`config.mk`:
```
export PLATFORM = sky130hd
export DESIGN_NAME = rr_bus_arbiter16
export DESIGN_NICKNAME = d
export VERILOG_FILES = /design/src/rtl/rr_bus_arbiter16.sv
export SDC_FILE = /design/constraint.sdc
export NUM_CORES = 1
export LEC_CHECK = 0
export ABC_AREA = 1
export BUFFER_PORTS_ARGS = -buffer_cell sky130_fd_sc_hd__buf_2
export CAP_MARGIN = 20
export CORE_UTILIZATION = 45
export DETAILED_ROUTE_END_ITERATION = 6
export GPL_ROUTABILITY_DRIVEN = 0
export PLACE_DENSITY_LB_ADDON = 0.08
export SYNTH_ARGS = -nofsm -noshare
export SYNTH_HDL_FRONTEND = slang
export SYNTH_SLANG_ARGS = --single-unit
```
`constraint.sdc`:
```
create_clock -name clk -period 8.3 [get_ports clk]
set_input_delay 1.245 -clock clk [delete_from_list [all_inputs] [get_ports clk]]
set_output_delay 1.245 -clock clk [all_outputs]
set_load 0.005 [all_outputs]
```
`src/rtl/rr_bus_arbiter16.sv`:
```
// Round-robin arbiter for 16 requesters sharing one word path.
// Grants one requester per burst, forwards valid/ready, rotates priority after each burst.
module rr_bus_arbiter16 #(
    parameter int MAX_BEATS = 8,
    parameter int CNT_W     = 4
) (
    input  logic             clk,
    input  logic             rst,
    input  logic [15:0]      req,
    input  logic [15:0]      last,
    input  logic             out_ready,
    output logic [3:0]       sel,
    output logic [15:0]      grant,
    output logic             out_valid,
    output logic [CNT_W-1:0] beat_cnt,
    output logic             done,
    output logic             abort
);

    typedef enum logic {IDLE, BUSY} state_t;

    state_t           state, state_n;
    logic [3:0]       ptr, ptr_n, sel_n, pick, idx;
    logic [15:0]      grant_n;
    logic [CNT_W-1:0] cnt_n;
    logic             done_n, abort_n, found;

    // Scan from the farthest offset back to ptr so the nearest requester wins.
    always_comb begin
        pick  = '0;
        found = 1'b0;
        idx   = '0;
        for (int k = 15; k >= 0; k--) begin
            idx = ptr + 4'(k);
            if (req[idx]) begin
                pick  = idx;
                found = 1'b1;
            end
        end
    end

    assign out_valid = (state == BUSY) && req[sel];

    always_comb begin
        state_n = state;
        sel_n   = sel;
        grant_n = grant;
        cnt_n   = beat_cnt;
        ptr_n   = ptr;
        done_n  = 1'b0;
        abort_n = 1'b0;
        case (state)
            IDLE: begin
                grant_n = '0;
                if (found) begin
                    sel_n   = pick;
                    grant_n = 16'b1 << pick;
                    state_n = BUSY;
                end
            end
            BUSY: begin
                if (!req[sel]) begin
                    abort_n = 1'b1;
                    ptr_n   = sel + 4'd1;
                    cnt_n   = '0;
                    grant_n = '0;
                    state_n = IDLE;
                end else if (out_ready) begin
                    // Last flag and beat limit hitting together still yield one done.
                    if (last[sel] || beat_cnt == CNT_W'(MAX_BEATS - 1)) begin
                        done_n  = 1'b1;
                        ptr_n   = sel + 4'd1;
                        cnt_n   = '0;
                        grant_n = '0;
                        state_n = IDLE;
                    end else begin
                        cnt_n = beat_cnt + CNT_W'(1);
                    end
                end
            end
        endcase
    end

    always_ff @(posedge clk or posedge rst) begin
        if (rst) begin
            state    <= IDLE;
            sel      <= '0;
            grant    <= '0;
            beat_cnt <= '0;
            done     <= 1'b0;
            abort    <= 1'b0;
            ptr      <= '0;
        end else begin
            state    <= state_n;
            sel      <= sel_n;
            grant    <= grant_n;
            beat_cnt <= cnt_n;
            done     <= done_n;
            abort    <= abort_n;
            ptr      <= ptr_n;
        end
    end

endmodule

```
======== After elaboration in Yosys (flattened, before gate mapping) ========
Index checks and enable logic that the tools add are counted.
storage, ports and cells
  bits in registers ....................... 31
  bits of input ports ..................... 35
  output and inout bits ................... 27
  word-level logic and storage cells ...... 144
cells by class
  equal/unequal tests ..................... 5
  mux-type cells .......................... 90
  shift-type cells ........................ 1
  add/sub/neg operators ................... 17
  reduce and logical (&&, ||, !) cells .... 6
  bitwise gates (word level) .............. 1
  order comparisons ....................... 17
operators by type and width
  cell                                                                          count
  4-bit two-way mux                                                             22
  4-bit by 5-bit less-than comparator with 1-bit output, second input constant  17
  1-bit binary-select mux with 4-bit select                                     18
  16-bit two-way mux                                                            4
  1-bit two-way mux                                                             44
  4-bit adder, second input constant                                            8
  16-bit one-hot mux with 2 select lines                                        1
  4-bit by 3-bit adder with 4-bit output, second input constant                 4
  1-bit by 4-bit left shift with 16-bit output, first input constant            1
  4-bit by 1-bit adder with 4-bit output, second input constant                 3
  4-bit by 2-bit adder with 4-bit output, second input constant                 2
  2-bit AND reduction                                                           3
  4-bit by 3-bit equality test with 1-bit output, second input constant         1
  3-bit by 2-bit inequality test with 1-bit output, second input constant       1
  3-bit inequality test, second input constant                                  1
  3-bit AND reduction                                                           1
  2-bit by 1-bit inequality test with 1-bit output, second input constant       1
  2-bit inequality test, second input constant                                  1
  1-bit one-hot mux with 2 select lines                                         1
  1-bit logical AND                                                             1
  1-bit logical OR                                                              1
  1-bit inverter                                                                1

======== Longest topological paths before layout ========
  depth in word-level cells ............... 22
  mapped depth ............................ 32
  depth with buffers taken out ............ 30

======== Worst setup path after synthesis ========
No wires, ideal clock.
  path type ............................... input to output
  start point ............................. input port req[14]
  end point ............................... output port out_valid
  buffers on the path ..................... 0
  cell stages on the path ................. 5
  path slack .............................. 5.031 ns
  data arrival time ....................... 2.024 ns
  data required time ...................... 7.055 ns
  cells stage by stage .................... nor2_1 > o32ai_1 > nand2_1 > a32o_1 > nor2_1
on the way
  word-level cells in the longest chain between the ends .. 3
RTL lines
  element                                    RTL line  source
  start: declaration                         9         input logic [15:0] req,
  1-bit binary-select mux with 4-bit select  42        assign out_valid = (state == BUSY) && req[sel];
  1-bit two-way mux (implied by the code)    42
  1-bit logical AND                          42
  end: declaration                           14        output logic out_valid,
Every way passes these cells. The select of a mux whose other input is x is not followed.

======== Worst setup path after layout ========
  start point ............................. register ptr[0]
  end point ............................... register grant[9]
on the way
  word-level cells in the longest chain between the ends .. 22
  elaborated cells between the ends (all ways) .. 82
  classes of those cells .................. 15 x add/sub; 1 x shift; 66 x mux
RTL lines
  element                                       RTL line  source
  start: declaration                            23        logic [3:0] ptr, ptr_n, sel_n, pick, idx;
  start signal: assignment                      100       ptr <= ptr_n;
  4-bit adder                                   34        idx = ptr + 4'(k);
  1-bit binary-select mux with 4-bit select     35        if (req[idx]) begin
  1-bit two-way mux (implied by the code)       35
  4-bit two-way mux (16 in series)              35
  1-bit by 4-bit left shift with 16-bit output  57        grant_n = 16'b1 << pick;
  16-bit two-way mux (*)                        55        if (found) begin
  16-bit one-hot mux with 2 select lines (*)    52        case (state)
  end signal: assignment                        96        grant <= grant_n;
  end: declaration                              13        output logic [15:0] grant,
Mark *: on every way between the ends. The rest lies on a longest branch, timed or not. The select of a mux whose other input is x is not followed.
A chain may end at the register's enable or synchronous reset.

==> flow_metrics.py <==
metrics = {
    "clocking": {
        "path_clk_slew_ps": 70,
        "root_buffer": "clkbuf_8",
        "postCtsSetupRepairBufs": 0,
        "cts.sinks": 31,
        "cts_max_level": 2,
        "cts_buffers": 5,
        "worstSkewPairLatency_ps": 280,
        "cts_resized": 0,
        "holdBufCountCts": 0,
        "cts_tree": "yes",
        "ctsLongestPathBuffers": 2,
    },
    "setup_path": {
        "reg2regPathDepth": 21,
        "cpMostUsedCell": "nand2_1",
        "path_cells": "inv_6 > ha_1 > inv_1 > nand3_1 > nand3_1 > and2_1 > o21ai_2 > inv_1 > o21ai_0 > inv_1 > nand2_1 > nand2_1 > nand2_1 > nand2_1 > nand2_1 > nand2_1 > nand2_2 > nand2_2 > nor2_2 > nand3_1 > nand2_1",
        "crit_start": "ptr[0]",
        "worstPathRequired_ps": 8520,
        "worst_path_max_delay_cell": "dfrtp_1",
        "reg2reg_from": "ptr[0]",
        "reg2reg_to": "grant[9]",
        "crit_fanout": 27,
        "r2r_setup_slack_ps": 4160,
        "crit_path_max_incr_delay_ps": 930,
        "start_kind": "register",
        "endpoint": "grant[9]",
        "arrival_ps": 4360,
        "cp-end-kind": "register",
        "critPathKind": "reg -> reg",
    },
    "routing": {
        "wl_per_cell_um": 14.0,
        "antenna_left": 0,
        "viasPerCell": 5.32,
        "firstDrtPassIters": 5,
        "drt_iter0_markers": 303,
        "drc": 0,
        "vias": 3887,
        "routed_wirelength_mm": 10.2,
    },
    "cells_and_area": {
        "fin_util_pct": 52.8,
        "fin_area_um2": 3890,
        "diodes": 0,
        "nNetsFinal": 675,
        "syn2layout_area_growth_pct": 12.3,
        "instances_no_fill": 731,
        "drive_above_1_share_pct": 18.4,
    },
    "sta": {
        "layout_worst_path_cycle_share_pct": 49.9,
        "fin_tns_setup_ps": 0,
        "tightest_slew_ps": 888,
        "hold_viol": 0,
        "min_period_ps": 4140,
        "rsz0062_at_grt": "no",
        "fin_worst_skew_ps": 7.53,
        "final-setup-viol-count": 0,
        "maxSlewViolCount": 0,
        "timing.slew.headroom_pct": 40.8,
        "fmax_mhz": 241,
    },
    "floorplan": {
        "die_area_um2": 8060,
        "ios": 62,
        "start_util_pct": 47.1,
        "coreArea_um2": 7370,
        "die_x_um": 89.8,
        "die_h_um": 89.8,
        "rows": 31,
    },
    "worst_hold_path": {
        "hp-class": "reg -> reg",
    },
    "logic_synthesis": {
        "synth_nets": 624,
        "ys_seq_area_share_pct": 22.4,
        "syn_avg_cell_area_um2": 5.98,
        "synth-seq-cells": 31,
        "synthesis.area_um2": 3470,
        "synthCells": 580,
        "yosysWarnings": 0,
        "synth.distinct_cells": 38,
    },
    "placement": {
        "portBuffers": 61,
        "dp.cells": 723,
        "placed_area_um2": 3780,
        "dp_hpwl_mm": 7.97,
    },
    "job": {
        "drv_cap": 0,
    },
    "global_routing": {
        "grt_pass1_vias": 3663,
        "grt_pass1_wl_mm": 17.2,
        "antenna_found_initial": 0,
        "grt_usage_pct": 25.7,
        "grt_max_degree": 32,
        "overflow": 0,
    },
    "status": {
        "outcome": "complete, no violations",
    },
}
[critical path: cells and delay by family (launching register included)]
kind | cells | cell delay, ps
buf+inv | 4 | 660
fa+ha+maj | 1 | 610
flops | 1 | 930
compound gates | 2 | 470
simple gates | 14 | 1400
[layer usage]
metal,part of all wire (%),global-route usage (%)
met1,46,34.4
met2,47,43.9
met5,0,0
met4,2.1,8.06
met3,5.1,2.37
[sequential cells by signal (all words and copies together), names as in the netlist]
| name | cells |
|---|---|
| beat_cnt | 4 |
| ptr | 4 |
| sel | 4 |
| abort | 1 |
| state | 1 |
| done | 1 |
| grant | 16 |
[area by class of cell]
class / count / area, um^2
fillers: 782 / 3480
multi-input cells: 465 / 2310
flip-flops and latches: 31 / 776
repair buffers: 62 / 313
inverters: 66 / 255
well taps: 99 / 124
clock buffers: 6 / 82.6
clock inverters: 2 / 35.0
[synthesized netlist by cell type (all sizes together)]
| cell type | n | area [um^2] |
|---|---|---|
| a21oi | 34 | 200 |
| a31oi | 1 | 6.26 |
| a32o | 2 | 20.0 |
| and2 | 1 | 6.26 |
| buf | 12 | 106 |
| clkbuf | 6 | 22.5 |
| dfrtp | 31 | 776 |
| ha | 9 | 113 |
| inv | 66 | 255 |
| nand2 | 239 | 947 |
| nand3 | 90 | 450 |
| nand4 | 1 | 6.26 |
| nor2 | 32 | 143 |
| nor4 | 2 | 12.5 |
| o21a | 4 | 32.5 |
| o21ai | 28 | 144 |
| o221ai | 6 | 52.6 |
| o22ai | 2 | 12.5 |
| o31ai | 1 | 7.51 |
| o32ai | 3 | 26.3 |
| xnor2 | 2 | 36.3 |
| xor2 | 8 | 92.6 |
[kinds of logic after synthesis]
group | count (synthesis) | synth area share (%)
compound gates | 81 | 14.5
xor+xnor | 10 | 3.72
fa+ha+maj | 9 | 3.25
buf+inv | 84 | 11.1
flops | 31 | 22.4
simple gates | 365 | 45.1
[cell usage in the layout (no fill, tap or decap), types with 3 or more instances in the layout]
cell      synthesis  final
nor2_2            3      3
o221ai_1          6      6
inv_1            54     54
a21oi_1          30     30
clkbuf_8          0      6
nand2_1         221    221
buf_2             4     61
inv_2            10     10
nor2_1           27     27
xor2_1            5      5
o21ai_0          26     26
o32ai_1           3      3
ha_1              9      9
xor2_2            3      3
nand3_1          90     90
dfrtp_1          31     31
nand2_2          17     17
[worst min-delay path by stage]
stage | from | endpoint | slack (ps) | cells past startpoint
after floorplan | grant[10] | grant[10] | 470 | 2
after global placement | grant[8] | grant[8] | 460 | 2
after detailed placement | grant[2] | grant[2] | 460 | 2
after CTS | grant[2] | grant[2] | 480 | 2
after global routing | grant[10] | grant[10] | 500 | 2
final | grant[2] | grant[2] | 480 | 2
[stage by stage]
stage | setup WS [ps] | hold WS (ps)
final | 4160 | 478
after global routing | 3660 | 499
after CTS | 4220 | 481
after detailed placement | 4240 | 462
after global placement | 4320 | 458
after floorplan | 5030 | 473
Power is left out: the tool's default activity adds up to more than one toggle a clock period on the data nets, which glitch-free logic cannot reach.
